File: config.mk
export PLATFORM = sky130hd
export DESIGN_NAME = vb_bus_arbiter
export DESIGN_NICKNAME = d
export VERILOG_FILES = /design/src/rtl/vb_bus_arbiter.sv
export SDC_FILE = /design/constraint.sdc
export NUM_CORES = 1
export LEC_CHECK = 0
export BUFFER_PORTS_ARGS = -buffer_cell sky130_fd_sc_hd__buf_2
export CORE_AREA = 5 5 95 97
export DETAILED_ROUTE_END_ITERATION = 8
export DIE_AREA = 0 0 100 102
export GPL_ROUTABILITY_DRIVEN = 0
export HOLD_SLACK_MARGIN = 0.06
export PLACE_DENSITY = 0.72
export SLEW_MARGIN = 20
export SYNTH_ARGS = -nofsm -noshare
export SYNTH_HDL_FRONTEND = slang
export SYNTH_SLANG_ARGS = --single-unit
export TNS_END_PERCENT = 20
File: constraint.sdc
create_clock -name wb_clk_i -period 1.9 [get_ports wb_clk_i]
set_input_delay 0.19 -clock wb_clk_i [delete_from_list [all_inputs] [get_ports wb_clk_i]]
set_output_delay 0.19 -clock wb_clk_i [all_outputs]
set_load 0.02 [all_outputs]
File: src/rtl/vb_bus_arbiter.sv
// vb_bus_arbiter: shares one external 8-bit memory bus between a core
// requester and a Wishbone slave window at {WB_BASE_HI, 16'hxxxx}.
// Each access runs IDLE -> SETUP -> WAIT (WAIT_CYCLES) -> ACCESS -> DONE.
// Optional feature macro: VB_ARB_ROUND_ROBIN_EN selects round-robin
// arbitration; when it is undefined the core has fixed priority.
module vb_bus_arbiter #(
    parameter int          WAIT_CYCLES = 2,
    parameter logic [15:0] WB_BASE_HI  = 16'h3000
) (
    input  logic        wb_clk_i,
    input  logic        wb_rst_i,
    input  logic        wbs_stb_i,
    input  logic        wbs_cyc_i,
    input  logic        wbs_we_i,
    input  logic [3:0]  wbs_sel_i,
    input  logic [31:0] wbs_dat_i,
    input  logic [31:0] wbs_adr_i,
    output logic        wbs_ack_o,
    output logic [31:0] wbs_dat_o,
    input  logic        core_req,
    input  logic        core_we,
    input  logic [15:0] core_a,
    input  logic [7:0]  core_dout,
    output logic [7:0]  core_din,
    output logic        core_ack,
    output logic [15:0] ext_a,
    output logic [7:0]  ext_dout,
    output logic        ext_doe,
    output logic        ext_wr,
    input  logic [7:0]  ext_din
);

    typedef enum logic [2:0] {IDLE, SETUP, WAIT, ACCESS, DONE} state_t;

    // Last WAIT cycle index; unreachable when WAIT_CYCLES is 0 since SETUP skips WAIT.
    localparam logic [2:0] WAIT_LAST = 3'((WAIT_CYCLES == 0) ? 0 : WAIT_CYCLES - 1);

    state_t     state;
    logic [2:0] cnt;
    logic       grant_wb;
    logic       acc_we;

    logic wb_stb;
    logic wb_hit;
    logic wb_miss;
    logic pick_wb;

    // Byte lanes and the upper write data never reach the 8-bit bus.
    logic unused_bits;
    assign unused_bits = ^{wbs_sel_i, wbs_dat_i[31:8]};

    assign wb_stb  = wbs_stb_i & wbs_cyc_i;
    assign wb_hit  = wb_stb & (wbs_adr_i[31:16] == WB_BASE_HI);
    assign wb_miss = wb_stb & (wbs_adr_i[31:16] != WB_BASE_HI);

`ifdef VB_ARB_ROUND_ROBIN_EN
    logic last_wb;

    // Grant selection: on contention the requester not served last wins.
    always_comb begin
        pick_wb = 1'b0;
        if (wb_hit && (!core_req || !last_wb))
            pick_wb = 1'b1;
    end

    // Round-robin pointer; starts as "Wishbone served last" so the core goes first.
    always_ff @(posedge wb_clk_i) begin
        if (wb_rst_i)
            last_wb <= 1'b1;
        else if (state == IDLE && (core_req || wb_hit))
            last_wb <= pick_wb;
    end
`else
    // Grant selection: the core always wins on contention.
    always_comb begin
        pick_wb = 1'b0;
        if (wb_hit && !core_req)
            pick_wb = 1'b1;
    end
`endif

    // Access sequencer with registered bus and ack outputs.
    always_ff @(posedge wb_clk_i) begin
        if (wb_rst_i) begin
            state     <= IDLE;
            cnt       <= 3'd0;
            grant_wb  <= 1'b0;
            acc_we    <= 1'b0;
            ext_a     <= 16'h0000;
            ext_dout  <= 8'h00;
            ext_doe   <= 1'b0;
            ext_wr    <= 1'b0;
            wbs_ack_o <= 1'b0;
            wbs_dat_o <= 32'h0000_0000;
            core_ack  <= 1'b0;
            core_din  <= 8'h00;
        end else begin
            wbs_ack_o <= 1'b0;
            core_ack  <= 1'b0;

            // Out-of-window cycles are answered directly and never reach the bus.
            if (wb_miss && !wbs_ack_o) begin
                wbs_ack_o <= 1'b1;
                wbs_dat_o <= 32'h0000_0000;
            end

            case (state)
                IDLE: begin
                    if (core_req || wb_hit) begin
                        grant_wb <= pick_wb;
                        acc_we   <= pick_wb ? wbs_we_i : core_we;
                        ext_a    <= pick_wb ? wbs_adr_i[15:0] : core_a;
                        ext_dout <= pick_wb ? (wbs_we_i ? wbs_dat_i[7:0] : 8'h00)
                                            : (core_we ? core_dout : 8'h00);
                        ext_doe  <= pick_wb ? wbs_we_i : core_we;
                        state    <= SETUP;
                    end
                end
                SETUP: begin
                    cnt <= 3'd0;
                    if (WAIT_CYCLES == 0) begin
                        ext_wr <= acc_we;
                        state  <= ACCESS;
                    end else begin
                        state  <= WAIT;
                    end
                end
                WAIT: begin
                    if (cnt == WAIT_LAST) begin
                        ext_wr <= acc_we;
                        state  <= ACCESS;
                    end else begin
                        cnt <= cnt + 3'd1;
                    end
                end
                ACCESS: begin
                    ext_wr  <= 1'b0;
                    ext_doe <= 1'b0;
                    state   <= DONE;
                    if (grant_wb) begin
                        // An abandoned Wishbone cycle still finishes on the bus but gets no ack.
                        wbs_ack_o <= wbs_cyc_i;
                        if (!acc_we)
                            wbs_dat_o <= {24'h000000, ext_din};
                    end else begin
                        core_ack <= 1'b1;
                        if (!acc_we)
                            core_din <= ext_din;
                    end
                end
                DONE: begin
                    state <= IDLE;
                end
                default: begin
                    state <= IDLE;
                end
            endcase
        end
    end

endmodule

# After elaboration in Yosys (flattened, before gate mapping)

Cells that the tools add are included.

Bits in registers: 76
Output and inout bits: 68

Add/sub/neg operators: 1
Eq/ne operators: 9
Multiplexer cells: 23
Bitwise logic cells: 6
Reductions and logical operators: 16

Operators with widths:

| cell                 | count |
|---|---|
| $mux 32              | 4 |
| $mux 8               | 3 |
| $eq 16x14->1 const B | 1 |
| $mux 16              | 1 |
| $ne 16x14->1 const B | 1 |
| $pmux 3 s4           | 1 |
| $reduce_and 2->1     | 5 |
| $mux 3               | 3 |
| $mux 1               | 8 |
| $eq 3x1->1 const B   | 2 |
| $eq 3x2->1 const B   | 2 |
| $ne 2x2->1 const B   | 3 |
| $pmux 3 s2           | 1 |
| $reduce_bool 2->1    | 3 |
| $pmux 1 s2           | 2 |
| $add 3x1->3 const B  | 1 |
| $and 1x1->1          | 3 |
| $logic_not 3->1      | 1 |
| $not 1->1            | 3 |
| $reduce_and 3->1     | 1 |
| $logic_and 1x1->1    | 2 |
| $logic_not 1->1      | 2 |
| $reduce_or 2->1      | 1 |
| $logic_or 1x1->1     | 1 |

# Logic depth before layout (Yosys ltp)

Depth in word-level cells: 7
Depth in mapped cells: 7

# Least setup slack after synthesis

Ideal clock, no wire load.

Kind: register to register
Start: register state[1]
End: register ext_a[10]
Library setup time: 0.119 ns
Arrival time: 1.416 ns
Data required time: 1.781 ns
Path slack: 0.366 ns
Stages on the path, launching flop included: 8
Buffers on the path: 3
Cells stage by stage: dfxtp_1 -> buf_4 -> nor3_2 -> and2b_1 -> a21o_1 -> buf_4 -> buf_4 -> o221a_2

Cells in the longest elaborated chain, start to end: 2

Ends and longest elaborated chain:

| element                           | RTL line | RTL |
|---|---|---|
| start, declared                   | 38       | `state_t state;` |
| start signal, assigned            | 85       | `state <= IDLE;` |
| start signal, assigned            | 116      | `state <= SETUP;` |
| start signal, assigned            | 123      | `state <= ACCESS;` |
| $logic_not 3->1                   | 107      | `case (state)` |
| $reduce_and 2->1 (no source line) | -        |  |
| end signal, assigned              | 112      | `ext_a <= pick_wb ? wbs_adr_i[15:0] : core_a;` |
| end, declared                     | 26       | `output logic [15:0] ext_a,` |

Every way passes these cells.
A chain may end at the register's enable or synchronous reset.

# Worst setup path after layout

Start: register state[2]
End: register ext_a[1]

The elaborated chain is that of the path after synthesis.

==> results.py <==
metrics = {
    "global_routing": {
        "antenna_found_initial": 0,
        "globalRouteTotalUtil_pct": 16.8,
        "grt_max_degree": 27,
        "grt_pass1_wl_um": 13800,
        "grt_pass1_vias": 2927,
        "grt.overflow.total": 0,
    },
    "placed_design": {
        "port_buffers": 146,
        "dpl.hpwl_um": 6620,
    },
    "timing": {
        "fin_setup_tns_ns": 0,
        "slew_violations": 0,
        "worst_pin_slew_ns": 0.524,
        "post-route-min-period_ns": 1.73,
        "fin_crit_sh_pct": 91.3,
        "hold_viol": 0,
        "rsz0062_at_grt": "no",
        "slew_headroom_pct": 65.1,
        "finalSetupViolCount": 0,
        "skew_ns": 0.0105,
        "fmax_ghz": 0.576,
    },
    "floorplanning": {
        "core_um2": 8050,
        "die_y_um": 102,
        "row_count": 33,
        "dieArea_um2": 10200,
        "die_x_um": 100,
        "ioPinCount": 175,
        "initial_core_util_pct": 39.0,
    },
    "logic_synthesis": {
        "netlist_top_cells_count": "76 x dfxtp_1, 45 x nor2_1, 25 x and2_1",
        "synth_ff_type": "dfxtp_1",
        "synth_edf_count": 0,
        "synth-seq-area-share_pct": 48.5,
        "yosysMostFrequentCell": "dfxtp_1",
        "ys_warn_count": 0,
        "synth_area_per_cell_um2": 9.93,
        "synth_top_area_cell": "dfxtp_1",
        "ys_types": 47,
        "synth_fp_nets": 425,
        "yosys_register_bits": 76,
        "syn_area_um2": 3140,
        "synth_area_leaders": "dfxtp_1 49%, nor2_1 5.4%, o221a_2 5.0%, and2_1 5.0%, mux2i_1 3.2%",
        "synthCells": 316,
        "synth_top_area_share_pct": 48.5,
        "ys_async_sr_fraction_pct": 0,
    },
    "power_and_ir_drop": {
        "peakVddDrop_uv": 385,
        "sequentialPowerShare_pct": 51.8,
        "p_int_mw": 2.36,
        "powerDensity_nw_per_um2": 803,
        "power_mw": 3.31,
        "switchingPower_mw": 0.943,
        "pwr-share-comb_pct": 16.5,
        "power_frac_clock_pct": 31.7,
        "power.switching_fraction_pct": 28.5,
        "power_leakage_nw": 1.86,
    },
    "worst_setup_path": {
        "crit_path_end_kind": "flop",
        "crit_slowest_cell": "or4b_1",
        "crit_arrival_ns": 1.97,
        "path_common_cell": "nor2_1",
        "startpoint_type": "flop",
        "cp_slowest_stage_delay_ns": 0.83,
        "critPathKind": "flop to flop",
        "worst-path-buf-inv": 0,
        "worst-path-max-fanout": 16,
        "cp.required_ns": 2.13,
        "crit_chain": "or4b_1 > nor2_1 > nor2_1 > o221a_2",
        "cp_top_family": "simple AND/OR/NAND/NOR gates",
        "rrSetupSlack_ns": 0.17,
    },
    "job": {
        "drv_cap": 0,
    },
    "cells_and_area": {
        "finalNetCount": 569,
        "antenna_cells": 0,
        "layout-drive-gt1-share_pct": 43.5,
        "syn_to_final_growth_pct": 31.3,
    },
    "clock_network": {
        "clk_root_buffer_cell": "clkbuf_8",
        "cts_made_buffers": 9,
        "worst_skew_pair.late_latency_ns": 0.34,
        "clk_pin_slew_ns": 0.08,
        "htree_levels": 3,
        "post_cts_buffers": 0,
        "cts_num_sinks": 76,
        "hold_buffers": 0,
        "tritoncts": "built",
        "cts_resized": 0,
        "clock_path_buffers": 2,
    },
    "route": {
        "route.detailed.drc": 0,
        "dr.pass1.iters": 4,
        "num_vias": 2952,
        "drtIter0Drc": 133,
        "via_per_inst": 5.19,
        "routed_wl_um": 8850,
        "wl_per_cell_um": 15.6,
        "ant_nets": 0,
    },
    "run_status": {
        "status": "finished, final reports clean",
    },
    "hold_path": {
        "hold_class": "primary input to flop",
    },
}
[sequential cells by signal, indices dropped and copies added, names as in the netlist, 3 cells and up]
name	cells
cnt	3
ext_a	16
ext_dout	8
core_din	8
state	3
wbs_dat_o	32
[area by class of cell]
type | count | area (um^2)
Fill cell | 781 | 3930
Sequential cell | 76 | 1520
Multi-Input combinational cell | 210 | 1450
Timing Repair Buffer | 161 | 856
Tap cell | 105 | 131
Clock buffer | 10 | 128
Clock inverter | 5 | 30.0
Inverter | 2 | 7.51
[path summary, 6_finish.rpt]
check,start,to,cells past startpoint
worst max-delay path,state[2],ext_a[1],4
worst min-delay path,ext_din[4],wbs_dat_o[4],3
worst max register to register,state[2],ext_a[1],4
worst min register to register,wbs_dat_o[10],wbs_dat_o[10],1
[per-stage QoR]
step	setup WS [ns]	util (%)	cell area (um^2)	hold WS [ns]	cells
after floorplan	0.366	-	3140	0.326	316
after global placement	0.149	49.2	3960	0.436	554
after detailed placement	0.0979	49.2	3960	0.439	554
after CTS	0.159	51.2	4120	0.0785	569
after global routing	0.0266	51.2	4120	0.0869	569
final	0.165	51.2	4120	0.0956	569
[layer usage]
| metal | vias to the layer above | global-route usage (%) | share of wire (%) |
|---|---|---|---|
| met5 | - | 0 | 0 |
| met4 | 0 | 5.60 | 1.2 |
| met3 | 12 | 7.58 | 13 |
| met2 | 145 | 27.1 | 44 |
| met1 | 1355 | 20.0 | 41 |
| li1 | 1440 | - | - |
[logic make-up (layout without fill, tap and decap cells)]
logic type,count (synthesis),count (layout),synth area share [%]
AOI/OAI and AO/OA,77,77,19.7
adders and majority gates,2,2,0.798
xor gates and xnor gates,1,1,0.279
muxes,10,10,3.19
DFF,76,76,48.5
buffers and inverters,30,178,5.42
and+or+nand+nor,120,120,22.1
[worst min-delay path: stages]
cell     delay [ns]
buf_2          0.10
nand2_1        0.05
a21oi_1        0.05
[power groups by stage]
stage                     registers (mW)  clock network (mW)  logic, mW
final                               1.71                1.05      0.546
after global routing                1.72                1.15      0.597
after CTS                           1.71                1.08      0.548
after detailed placement            1.75                   0      0.545
after global placement              1.75                   0      0.535
after floorplan                     1.82                   0      0.260
[cells in the final DEF (no fill, tap or decap), types with 3 or more instances in the layout]
cell type,instances
buf_2,146
dfxtp_1,76
nor2_1,45
and2_1,25
a21oi_1,16
o221a_2,14
buf_4,14
nand2_1,12
a211oi_1,10
a311oi_1,10
mux2i_1,10
nand4_1,9
o211ai_1,9
clkbuf_8,9
o311ai_0,8
o21ai_0,4
nor3_1,3
nor2b_1,3
nand2b_1,3
clkinv_2,3
Power figures use the tool's default switching activity.
